### config.mk
export PLATFORM = sky130hd
export DESIGN_NAME = word_split
export DESIGN_NICKNAME = d
export VERILOG_FILES = /design/src/rtl/word_split.sv
export SDC_FILE = /design/constraint.sdc
export NUM_CORES = 1
export LEC_CHECK = 0
export BUFFER_PORTS_ARGS = -buffer_cell sky130_fd_sc_hd__buf_4
export CORE_ASPECT_RATIO = 0.5
export CORE_UTILIZATION = 30
export DETAILED_ROUTE_END_ITERATION = 7
export PLACE_DENSITY = 0.56
export SLEW_MARGIN = 5
export SYNTH_ARGS = -nofsm -noshare
export SYNTH_HDL_FRONTEND = slang
export SYNTH_SLANG_ARGS = --single-unit
### constraint.sdc
create_clock -name clk -period 2.65 [get_ports clk]
set_input_delay 0.265 -clock clk [delete_from_list [all_inputs] [get_ports clk]]
set_output_delay 0.265 -clock clk [all_outputs]
set_load 0.02 [all_outputs]
### src/rtl/word_split.sv
// word_split: breaks 32-bit words into two 16-bit halfwords, valid/ready both sides.
// Ports: clk, reset_n | in_valid/in_ready/in_word | flush | out_valid/out_ready/out_half/out_upper/out_last | word_cnt
module word_split #(
  parameter bit HI_FIRST = 1'b1
) (
  input  logic        clk,
  input  logic        reset_n,
  input  logic        in_valid,
  output logic        in_ready,
  input  logic [31:0] in_word,
  input  logic        flush,
  output logic        out_valid,
  input  logic        out_ready,
  output logic [15:0] out_half,
  output logic        out_upper,
  output logic        out_last,
  output logic [7:0]  word_cnt
);

  typedef enum logic [1:0] {
    IDLE,
    FIRST,
    SECOND
  } state_e;

  state_e      state_q;
  logic        valid_q;
  logic [15:0] half_q;
  logic [15:0] sec_q;
  logic        upper_q;
  logic        last_q;
  logic [7:0]  cnt_q;
  logic        in_hs;

  assign in_ready = ((state_q == IDLE) ||
                     ((state_q == SECOND) && out_ready))
                    && !flush;
  assign in_hs    = in_valid && in_ready;

  assign out_valid = valid_q;
  assign out_half  = half_q;
  assign out_upper = upper_q;
  assign out_last  = last_q;
  assign word_cnt  = cnt_q;

  // The half not shown first is parked in sec_q so the
  // output registers never see in_word combinationally.
  always_ff @(posedge clk or negedge reset_n) begin
    if (!reset_n) begin
      state_q <= IDLE;
      valid_q <= 1'b0;
      half_q  <= 16'h0000;
      sec_q   <= 16'h0000;
      upper_q <= 1'b0;
      last_q  <= 1'b0;
      cnt_q   <= 8'h00;
    end else if (flush) begin
      state_q <= IDLE;
      valid_q <= 1'b0;
    end else begin
      unique case (state_q)
        IDLE: begin
          if (in_hs) begin
            state_q <= FIRST;
            valid_q <= 1'b1;
            half_q  <= HI_FIRST ? in_word[31:16]
                                : in_word[15:0];
            sec_q   <= HI_FIRST ? in_word[15:0]
                                : in_word[31:16];
            upper_q <= HI_FIRST;
            last_q  <= 1'b0;
          end
        end
        FIRST: begin
          if (out_ready) begin
            state_q <= SECOND;
            half_q  <= sec_q;
            upper_q <= !HI_FIRST;
            last_q  <= 1'b1;
          end
        end
        SECOND: begin
          if (out_ready) begin
            cnt_q <= cnt_q + 8'd1;
            if (in_hs) begin
              state_q <= FIRST;
              half_q  <= HI_FIRST ? in_word[31:16]
                                  : in_word[15:0];
              sec_q   <= HI_FIRST ? in_word[15:0]
                                  : in_word[31:16];
              upper_q <= HI_FIRST;
              last_q  <= 1'b0;
            end else begin
              state_q <= IDLE;
              valid_q <= 1'b0;
            end
          end
        end
        default: begin
          state_q <= IDLE;
          valid_q <= 1'b0;
        end
      endcase
    end
  end

endmodule

# ---- Yosys cells after proc, flatten, opt, wreduce, memory -nomap -nowiden
# Index checks and enable logic that the tools add are counted.
# Widths: inputs -> output; s select.
dict set report word_totals {
  regBits 45
  elab_cells 57
  output_inout_bits 28
  input_bits 37
}
dict set report op_classes {
  eq_ne 9
  bitwise 1
  add_sub_neg 1
  reduce_logical 13
  muxes 26
}
# op n
set ops {}
lappend ops {{$mux 16} 5}
lappend ops {{$pmux 16 s3} 1}
lappend ops {{$pmux 16 s2} 1}
lappend ops {{$ne 3x3->1 const B} 4}
lappend ops {{$mux 1} 11}
lappend ops {{$pmux 1 s3} 3}
lappend ops {{$reduce_and 3->1} 3}
lappend ops {{$add 8x1->8 const B} 1}
lappend ops {{$mux 2} 4}
lappend ops {{$reduce_and 4->1} 2}
lappend ops {{$ne 2x2->1 const B} 3}
lappend ops {{$pmux 2 s3} 1}
lappend ops {{$logic_and 1x1->1} 3}
lappend ops {{$reduce_bool 3->1} 1}
lappend ops {{$eq 2x1->1 const B} 1}
lappend ops {{$eq 2x2->1 const B} 1}
lappend ops {{$logic_not 2->1} 1}
lappend ops {{$reduce_bool 2->1} 1}
lappend ops {{$logic_not 1->1} 1}
lappend ops {{$logic_or 1x1->1} 1}
lappend ops {{$not 1->1} 1}

# ---- Depth between registers and ports, before layout
# Gate-level depths: netlist of run 1.
dict set report depth {
  ltp_word 9
  ltp_mapped 6
  ltp_nobuf 4
}

# ---- Worst setup path before layout of run 1
# Ideal clock, no wire load.
dict set report synth_timing {
  kind {register to register}
  startpoint {register state_q[1]}
  endpoint {register sec_q[10]}
  t_arrival_ps 1622
  path_buffers 2
  period_less_slack_ps 1747
  setup_slack_ps 903
  required_ps 2525
  stages_incl_launch_ff 7
  cell_sequence {dfrtp_1 > nor2b_1 > nor3_2 > and2_1 > buf_4 > buf_6 > mux2_4}
}
dict set report synth_via {
  elab_chain_cells 8
  word_cells_on_any_way 12
}
# item line
set synth_lines {}
lappend synth_lines {{start, declared} 26} ;# state_e state_q;
lappend synth_lines {{start signal, assigned} 50} ;# state_q <= IDLE;
lappend synth_lines {{start signal, assigned} 58} ;# state_q <= IDLE;
lappend synth_lines {{start signal, assigned} 64} ;# state_q <= FIRST;
lappend synth_lines {{$eq 2x2->1} 36} ;# ((state_q == SECOND) && out_ready))
lappend synth_lines {{$logic_and 1x1->1} 36}
lappend synth_lines {{$logic_or 1x1->1 (*)} 35} ;# assign in_ready = ((state_q == IDLE) ||
lappend synth_lines {{$logic_and 1x1->1 (*)} 37} ;# && !flush;
lappend synth_lines {{net in_ready} 9} ;# output logic in_ready,
lappend synth_lines {{$logic_and 1x1->1 (*)} 38} ;# assign in_hs = in_valid && in_ready;
lappend synth_lines {{$mux 16 (*)} n/a}
lappend synth_lines {{$mux 16} n/a}
lappend synth_lines {{$pmux 16 s2 (*)} 61} ;# unique case (state_q)
lappend synth_lines {{end signal, assigned} 68} ;# sec_q <= HI_FIRST ? in_word[15:0]
lappend synth_lines {{end signal, assigned} 89} ;# sec_q <= HI_FIRST ? in_word[15:0]
lappend synth_lines {{end, declared} 29} ;# logic [15:0] sec_q;
# Mark *: on every way through the listed nets, which the timed path passes. The rest lies on a longest branch. The select of a mux whose other input is x is not followed.
# A chain may end at the register's enable or synchronous reset.

# ---- Final worst setup path of run 1
dict set report layout_timing {
  startpoint {register state_q[0]}
  endpoint {register half_q[3], in the netlist out_half[3]}
}
dict set report layout_via {
  elab_chain_cells 8
  word_cells_on_any_way 14
}
# item line
set layout_lines {}
lappend layout_lines {{$eq 2x2->1} {36, 61}}
lappend layout_lines {{$logic_and 1x1->1} 36}
lappend layout_lines {{$logic_or 1x1->1} 35}
lappend layout_lines {{$logic_and 1x1->1} 37}
lappend layout_lines {{$logic_and 1x1->1} 38}
lappend layout_lines {{$mux 16 (2 in series)} n/a}
lappend layout_lines {{$pmux 16 s3} 61}
lappend layout_lines {{end signal, assigned} 66} ;# half_q <= HI_FIRST ? in_word[31:16]
lappend layout_lines {{end signal, assigned} 77} ;# half_q <= sec_q;
lappend layout_lines {{end signal, assigned} 87} ;# half_q <= HI_FIRST ? in_word[31:16]
lappend layout_lines {{end, declared} 28} ;# logic [15:0] half_q;
# Parallel ways exist; a longest one is shown, timed or not. The select of a mux whose other input is x is not followed.

==> metrics.md, run 1 <==
| Metric | Value |
|---|---|
| Max clock buf depth | 2 |
| Commonest non-fill, non-tap cell in the layout | buf_4 |
| Hold crit path type | in2async |
| Synthesized cell area | 2100 um2 |
| Commonest non-fill, non-tap cells in the layout | buf_4, dfrtp_1, mux2_2 |
| Global-route wire length before repair | 6620 um |
| Diode count | 0 |
| TritonCTS clock tree | done |
| Num Clock Sinks | 45 |
| Worst path arrival time | 2.08 ns |
| Initial drt markers | 15 |
| Met2 Resource Use GR | 21.3% |
| Post-CTS sizing | 0 |
| Failing checks | negative hold slack |
| Critical path launch point type | flop |
| Setup TNS | 0 ns |
| Dpl cells | 293 |
| Status | finished, violations left |
| GP Congestion | 0.699 |
| Finished Layout Cells | 299 |
| Maximum fanout along the worst path | 16 |
| CP endpoint kind | flop |
| Max Clock Freq | 520 MHz |
| Avg WL per Cell | 14.1 um |
| Yosys Warn Count | 0 |
| Die footprint | 7370 um2 |
| Critical Path Max Stage Delay | 0.60 ns |
| Area contributors post-synth | dfrtp_1, mux2_2, mux2_4, xor2_1, buf_6 |
| Yosys top cell by area | dfrtp_1 |
| Core box area | 6730 um2 |
| CTS root buf | clkbuf_16 |
| Total track usage | 11.9% |
| Max Slew Vio Count | 0 |
| Initial Util | 31.3% |
| Die width | 120 um |
| Synth Instances | 140 |
| H-tree depth | 2 |
| EDFF count, synth | 0 |
| Setup Buffers After CTS | 0 |
| DRC | 0 |
| Leak Pwr | 1.31 nW |
| Main flop type after synthesis | dfrtp_1 |
| Cells along the critical path | and2b_1 > nand2b_1 > a21oi_4 > mux2_2 |
| Pwr dens | 760 nW/um2 |
| Final hold vios | 45 |
| Skew final | 0.00328 ns |
| GR Util met1 | 14.1% |
| Rel. slew slack | 52.9% |
| Die Ht | 61.2 um |
| Initial antenna violation count | 0 |
| RSZ-0062 raised after global routing | false |
| Syn Nets | 178 |
| Grt peak-use layer | met2 |
| FF-to-FF Start | state_q[0]$_DFFE_PN0P_ |
| Vias per cell | 4.35 |
| Tcrit/Tclk final | 72.6% |
| Total power | 2.12 mW |
| Post-layout min period | 1.92 ns |
| Worst Setup SP | state_q[0]$_DFFE_PN0P_ |
| Worst VDD drop | 0.281 mV |
| Via count | 1300 |
| Clk_lat worst skew | 0.28 ns |
| Worst-Margin Slew | 0.705 ns |
| Met3 Usage GRT | 4.07% |
| Hold-fix buffers, CTS | 0 |
| Syn_area_per_cell | 15.0 um2 |
| Dpl hpwl | 3070 um |
| Final setup fails | 0 |
| Port Buf Inserts | 64 |
| Post-route ant nets | 0 |
| Fraction of layout cells with a size suffix above 1 | 61.8% |
| CP max-delay cell | a21oi_4 |
| Ports | 65 |
| Maxcap violations | 0 |
| Yosys reg bits | 45 |
| Largest net degree at the start of global routing | 46 |
| Layout net count | 246 |
| Number of distinct library cells after synthesis | 29 |
| Seq/Total Area, Yosys | 53.6% |
| Grt ovf | 0 |
| Setup Crit Path Kind | reg2reg |
| Ys async rst share | 100% |
| DR pass1 iterations | 2 |
| Crit path required time | 2.81 ns |
| Top cell type's share of synthesized area | 53.6% |
| Num CTS Buffers | 5 |
| Synth-to-layout area growth | 32.4% |
| Vias in the first global route | 1359 |
| Critical path buffers and inverters | 0 |
| FP Rows | 21 |
| Hold_ws | -0.0193 ns |
| Clock transition at path regs | 0.06 ns |
| Drt total wl | 4230 um |
| CP top delay family | compound AO/OA/AOI/OAI gates |
[cells by family (layout without fill, tap and decap cells)]
family	Yosys count	after routing	synth area share [%]
mux	49	49	29.5
flops	45	45	53.6
simple gates	24	24	7.50
compound gates	7	7	2.62
xor+xnor	7	7	2.92
buf+inv	7	74	3.33
fa+ha+maj	1	1	0.595
[worst register-to-register path: stages, from the launching register on]
cell and delay [ns]:
dfrtp_1 0.45, and2b_1 0.25, nand2b_1 0.10, a21oi_4 0.60, mux2_2 0.42
[through the flow]
step           instance area [um2]  setup slack [ns]  utilization (%)
2_1_floorplan                 2100             0.903                -
3_3_place_gp                  2650             0.800             39.5
3_5_place_dp                  2650             0.727             39.5
4_1_cts                       2780             0.724             41.4
5_1_grt                       2780             0.625             41.4
6_report                      2780             0.727             41.4
[registers in the layout, indices dropped and copies added, names as in the netlist]
| signal | cells |
|---|---|
| out_half | 16 |
| out_last | 1 |
| out_upper | 1 |
| out_valid | 1 |
| sec_q | 16 |
| state_q | 2 |
| word_cnt | 8 |
[layer usage]
layer | share of wire [%] | wire [um] | up-vias
met4 | 0.47 | 20 | 0
met1 | 45 | 1900 | 651
met5 | 0 | 0 | -
met2 | 50 | 2100 | 20
li1 | - | - | 627
met3 | 4.9 | 207 | 2
[where the power goes]
group          total (mW)  switching (mW)  internal, mW
Sequential          0.930          0.0955         0.835
Clock               0.567           0.230         0.337
Combinational       0.620           0.271         0.348
[synthesized netlist by cell type (2+ instances only)]
cell type	count
mux2_2	31
xnor2_1	3
and2b_1	2
nand4_1	2
dfrtp_1	45
nor3_2	2
nand2_1	5
a21oi_1	2
nor2_1	4
nand3b_1	2
xor2_1	4
nand2b_1	2
mux2_4	18
buf_6	3
[path summary, 6_finish.rpt]
| path | cells after the start | end | slack (ns) |
|---|---|---|---|
| min in group clk | 2 | out_valid$_DFFE_PN0P_ | 0.21 |
| max reg2reg | 4 | out_half[3]$_DFFE_PN0P_ | 0.73 |
| min reg2reg | 1 | word_cnt[7]$_DFFE_PN0P_ | 0.47 |
| min | 1 | out_half[13]$_DFFE_PN0P_ | -0.02 |
| max in group asynchronous | 1 | word_cnt[4]$_DFFE_PN0P_ | 2.29 |
| max | 4 | out_half[3]$_DFFE_PN0P_ | 0.73 |
[cell type report]
type	count	area (um2)
Clock buffer	5	125
Clock inverter	1	5.00
Fill cell	664	3940
Inverter	1	3.75
Multi-Input combinational cell	88	906
Sequential cell	45	1130
Tap cell	92	115
Timing Repair Buffer	67	503
Power figures use the tool's default switching activity.
==> run 2: changes to the inputs <==
ABC_AREA = 1   (was unset)
PLACE_DENSITY = 0.57   (was 0.56)
clock period = 1.56 ns   (was 2.65 ns; I/O delays follow)
==> metrics.md, run 2 <==
| Metric | Value |
|---|---|
| Status | finished, final reports clean |
| Cells along the critical path | inv_1 > nand2_1 > a21oi_1 > buf_4 |
| Commonest non-fill, non-tap cell in the layout | nand2_1 |
| Worst path arrival time | 1.24 ns |
| Worst setup slack after layout | 0.161 ns |
| Comb pwr share | 25.4% |
| Synth Instances | 257 |
| Seq/Total Area, Yosys | 53.2% |
| Global-route wire length before repair | 7850 um |
| Final setup fails | 0 |
| Worst VDD drop | 0.670 mV |
| DP Worst Slack | 0.136 ns |
| Skew final | 0.00554 ns |
| Commonest cells in the netlist | nand2_1, dfrtp_1, inv_1, nand3_1 |
| Fraction of layout cells with a size suffix above 1 | 25.9% |
| Dpl hpwl | 3480 um |
| Dpl cells | 407 |
| Post-route ant nets | 0 |
| Num Clock Sinks | 45 |
| Worst-Margin Slew | 0.587 ns |
| Placed Area | 2670 um2 |
| Total track usage | 13.8% |
| Area contributors post-synth | dfrtp_1, nand2_1, nand3_1, inv_1, o21ai_0 |
| Diode count | 0 |
| Top-count cell post-synth | nand2_1 |
| Layout fillers | 685 |
| Num CTS Buffers | 5 |
| Pwr dens | 1300 nW/um2 |
| Initial antenna violation count | 0 |
| Die width | 121 um |
| Max Slew Vio Count | 0 |
| Final core occ | 42.4% |
| Rel. slew slack | 60.8% |
| Die footprint | 7420 um2 |
| CTS root buf | clkbuf_16 |
| Port Buf Inserts | 64 |
| Ys async rst share | 100% |
| Net Sw Frac | 31.1% |
| Initial drt markers | 92 |
| Clk_lat worst skew | 0.29 ns |
| CP endpoint kind | primary output |
| Commonest non-fill, non-tap cells in the layout | nand2_1, buf_4, dfrtp_1 |
| Largest net degree at the start of global routing | 46 |
| Die Ht | 61.4 um |
| Number of distinct library cells after synthesis | 22 |
| Yosys reg bits | 45 |
| Grt ovf | 0 |
| Initial Util | 31.4% |
| Crit path required time | 1.40 ns |
| Critical path launch point type | flop |
| Leak Pwr | 1.56 nW |
| NetSw | 1.16 mW |
| Maxcap violations | 0 |
| Syn Nets | 295 |
| Setup TNS | 0 ns |
| Vias per cell | 4.42 |
| Max clock buf depth | 2 |
| DRC | 0 |
| Finished Layout Cells | 416 |
| Drt total wl | 4790 um |
| Tcrit/Tclk final | 89.7% |
| Hold crit path type | in2reg |
| Main flop type after synthesis | dfrtp_1 |
| Critical Path Max Stage Delay | 0.45 ns |
| CP max-delay cell | dfrtp_1 |
| Post-layout min period | 1.40 ns |
| EDFF count, synth | 0 |
| Avg WL per Cell | 11.5 um |
| Top cell type's share of synthesized area | 53.2% |
| Via count | 1839 |
| TritonCTS clock tree | done |
| Core box area | 6750 um2 |
| CP top delay family | flip-flops |
| Post-route cell area | 2870 um2 |
| GP Congestion | 0.706 |
| Clock transition at path regs | 0.06 ns |
| DR pass1 iterations | 4 |
| Setup Buffers After CTS | 0 |
| Synth-to-layout area growth | 35.3% |
| H-tree depth | 2 |
| Yosys Warn Count | 0 |
| Clock Power Share | 33.3% |
| Setup Crit Path Kind | reg2out |
| Synthesized cell area | 2120 um2 |
| Reg power frac | 41.3% |
| Hold_ws | 0.0983 ns |
| Syn_area_per_cell | 8.24 um2 |
| Ports | 65 |
| Critical path buffers and inverters | 2 |
| RSZ-0062 raised after global routing | false |
| Layout net count | 361 |
| Internal power | 2.57 mW |
| Maximum fanout along the worst path | 4 |
| Final hold vios | 0 |
| Total power | 3.73 mW |
| Yosys top cell by area | dfrtp_1 |
| FP Rows | 21 |
| Max Clock Freq | 715 MHz |
| Vias in the first global route | 1717 |
## run 2: changes by cell type after synthesis, moves of 3 or more
| cell | delta |
|---|---|
| nand2_1 | +76 |
| mux2_2 | -31 |
| inv_1 | +26 |
| nand3_1 | +26 |
| mux2_4 | -18 |
| o21ai_0 | +16 |
| nor2_1 | +13 |
| a21oi_1 | +11 |
| buf_2 | +4 |
| nand4_1 | +4 |
| buf_4 | +3 |
## run 2: power by group through the flow
stage | registers, mW | logic [mW] | clock network, mW
5_1_grt | 1.57 | 1.06 | 1.32
2_1_floorplan | 1.71 | 0.372 | 0
6_report | 1.54 | 0.946 | 1.24
4_1_cts | 1.54 | 0.958 | 1.28
3_5_place_dp | 1.56 | 0.952 | 0
3_3_place_gp | 1.55 | 0.945 | 0
## run 2: final cells by class
| class | instances | area [um2] | area share (%) |
|---|---|---|---|
| Clock buffer | 5 | 125 | 4.37 |
| Clock inverter | 3 | 47.5 | 1.66 |
| Multi-Input combinational cell | 173 | 818 | 28.6 |
| Timing Repair Buffer | 70 | 528 | 18.4 |
| Sequential cell | 45 | 1130 | 39.3 |
| Tap cell | 92 | 115 | 4.02 |
| Inverter | 28 | 105 | 3.67 |
## run 2: cells by family after synthesis
group | count (synthesis) | share of synthesized area, %
and+or+nand+nor | 137 | 28.5
DFF | 45 | 53.2
buffers and inverters | 39 | 8.63
AOI/OAI and AO/OA | 31 | 7.45
xor gates and xnor gates | 4 | 1.66
adders and majority gates | 1 | 0.591
## run 2: layer usage
metal | vias to the layer above | wire length [um] | GRT usage, %
met3 | 5 | 148 | 3.06
met1 | 859 | 2260 | 17.6
met5 | - | 0 | 0
met2 | 31 | 2340 | 24.4
met4 | 0 | 41 | 4.23
li1 | 944 | - | -
## run 2: worst paths after layout
path	startpoint	end	slack (ns)	cells after the start
min	out_ready	state_q[0]$_DFFE_PN0P_	0.1	2
max reg2reg	state_q[1]$_DFFE_PN0P_	out_upper$_DFFE_PN0P_	0.19	4
max in group asynchronous	reset_n	word_cnt[3]$_DFFE_PN0P_	0.74	2
min in group asynchronous	reset_n	sec_q[5]$_DFFE_PN0P_	0.40	2
max	state_q[0]$_DFFE_PN0P_	in_ready	0.16	4
min reg2reg	out_valid$_DFFE_PN0P_	out_valid$_DFFE_PN0P_	0.48	2
## run 2: what timing repair did
action                     4_1_cts  5_1_grt
resized for setup                0        2
hold buffers                     1        0
hold endpoints to repair        45        0
setup endpoints to repair        0        3
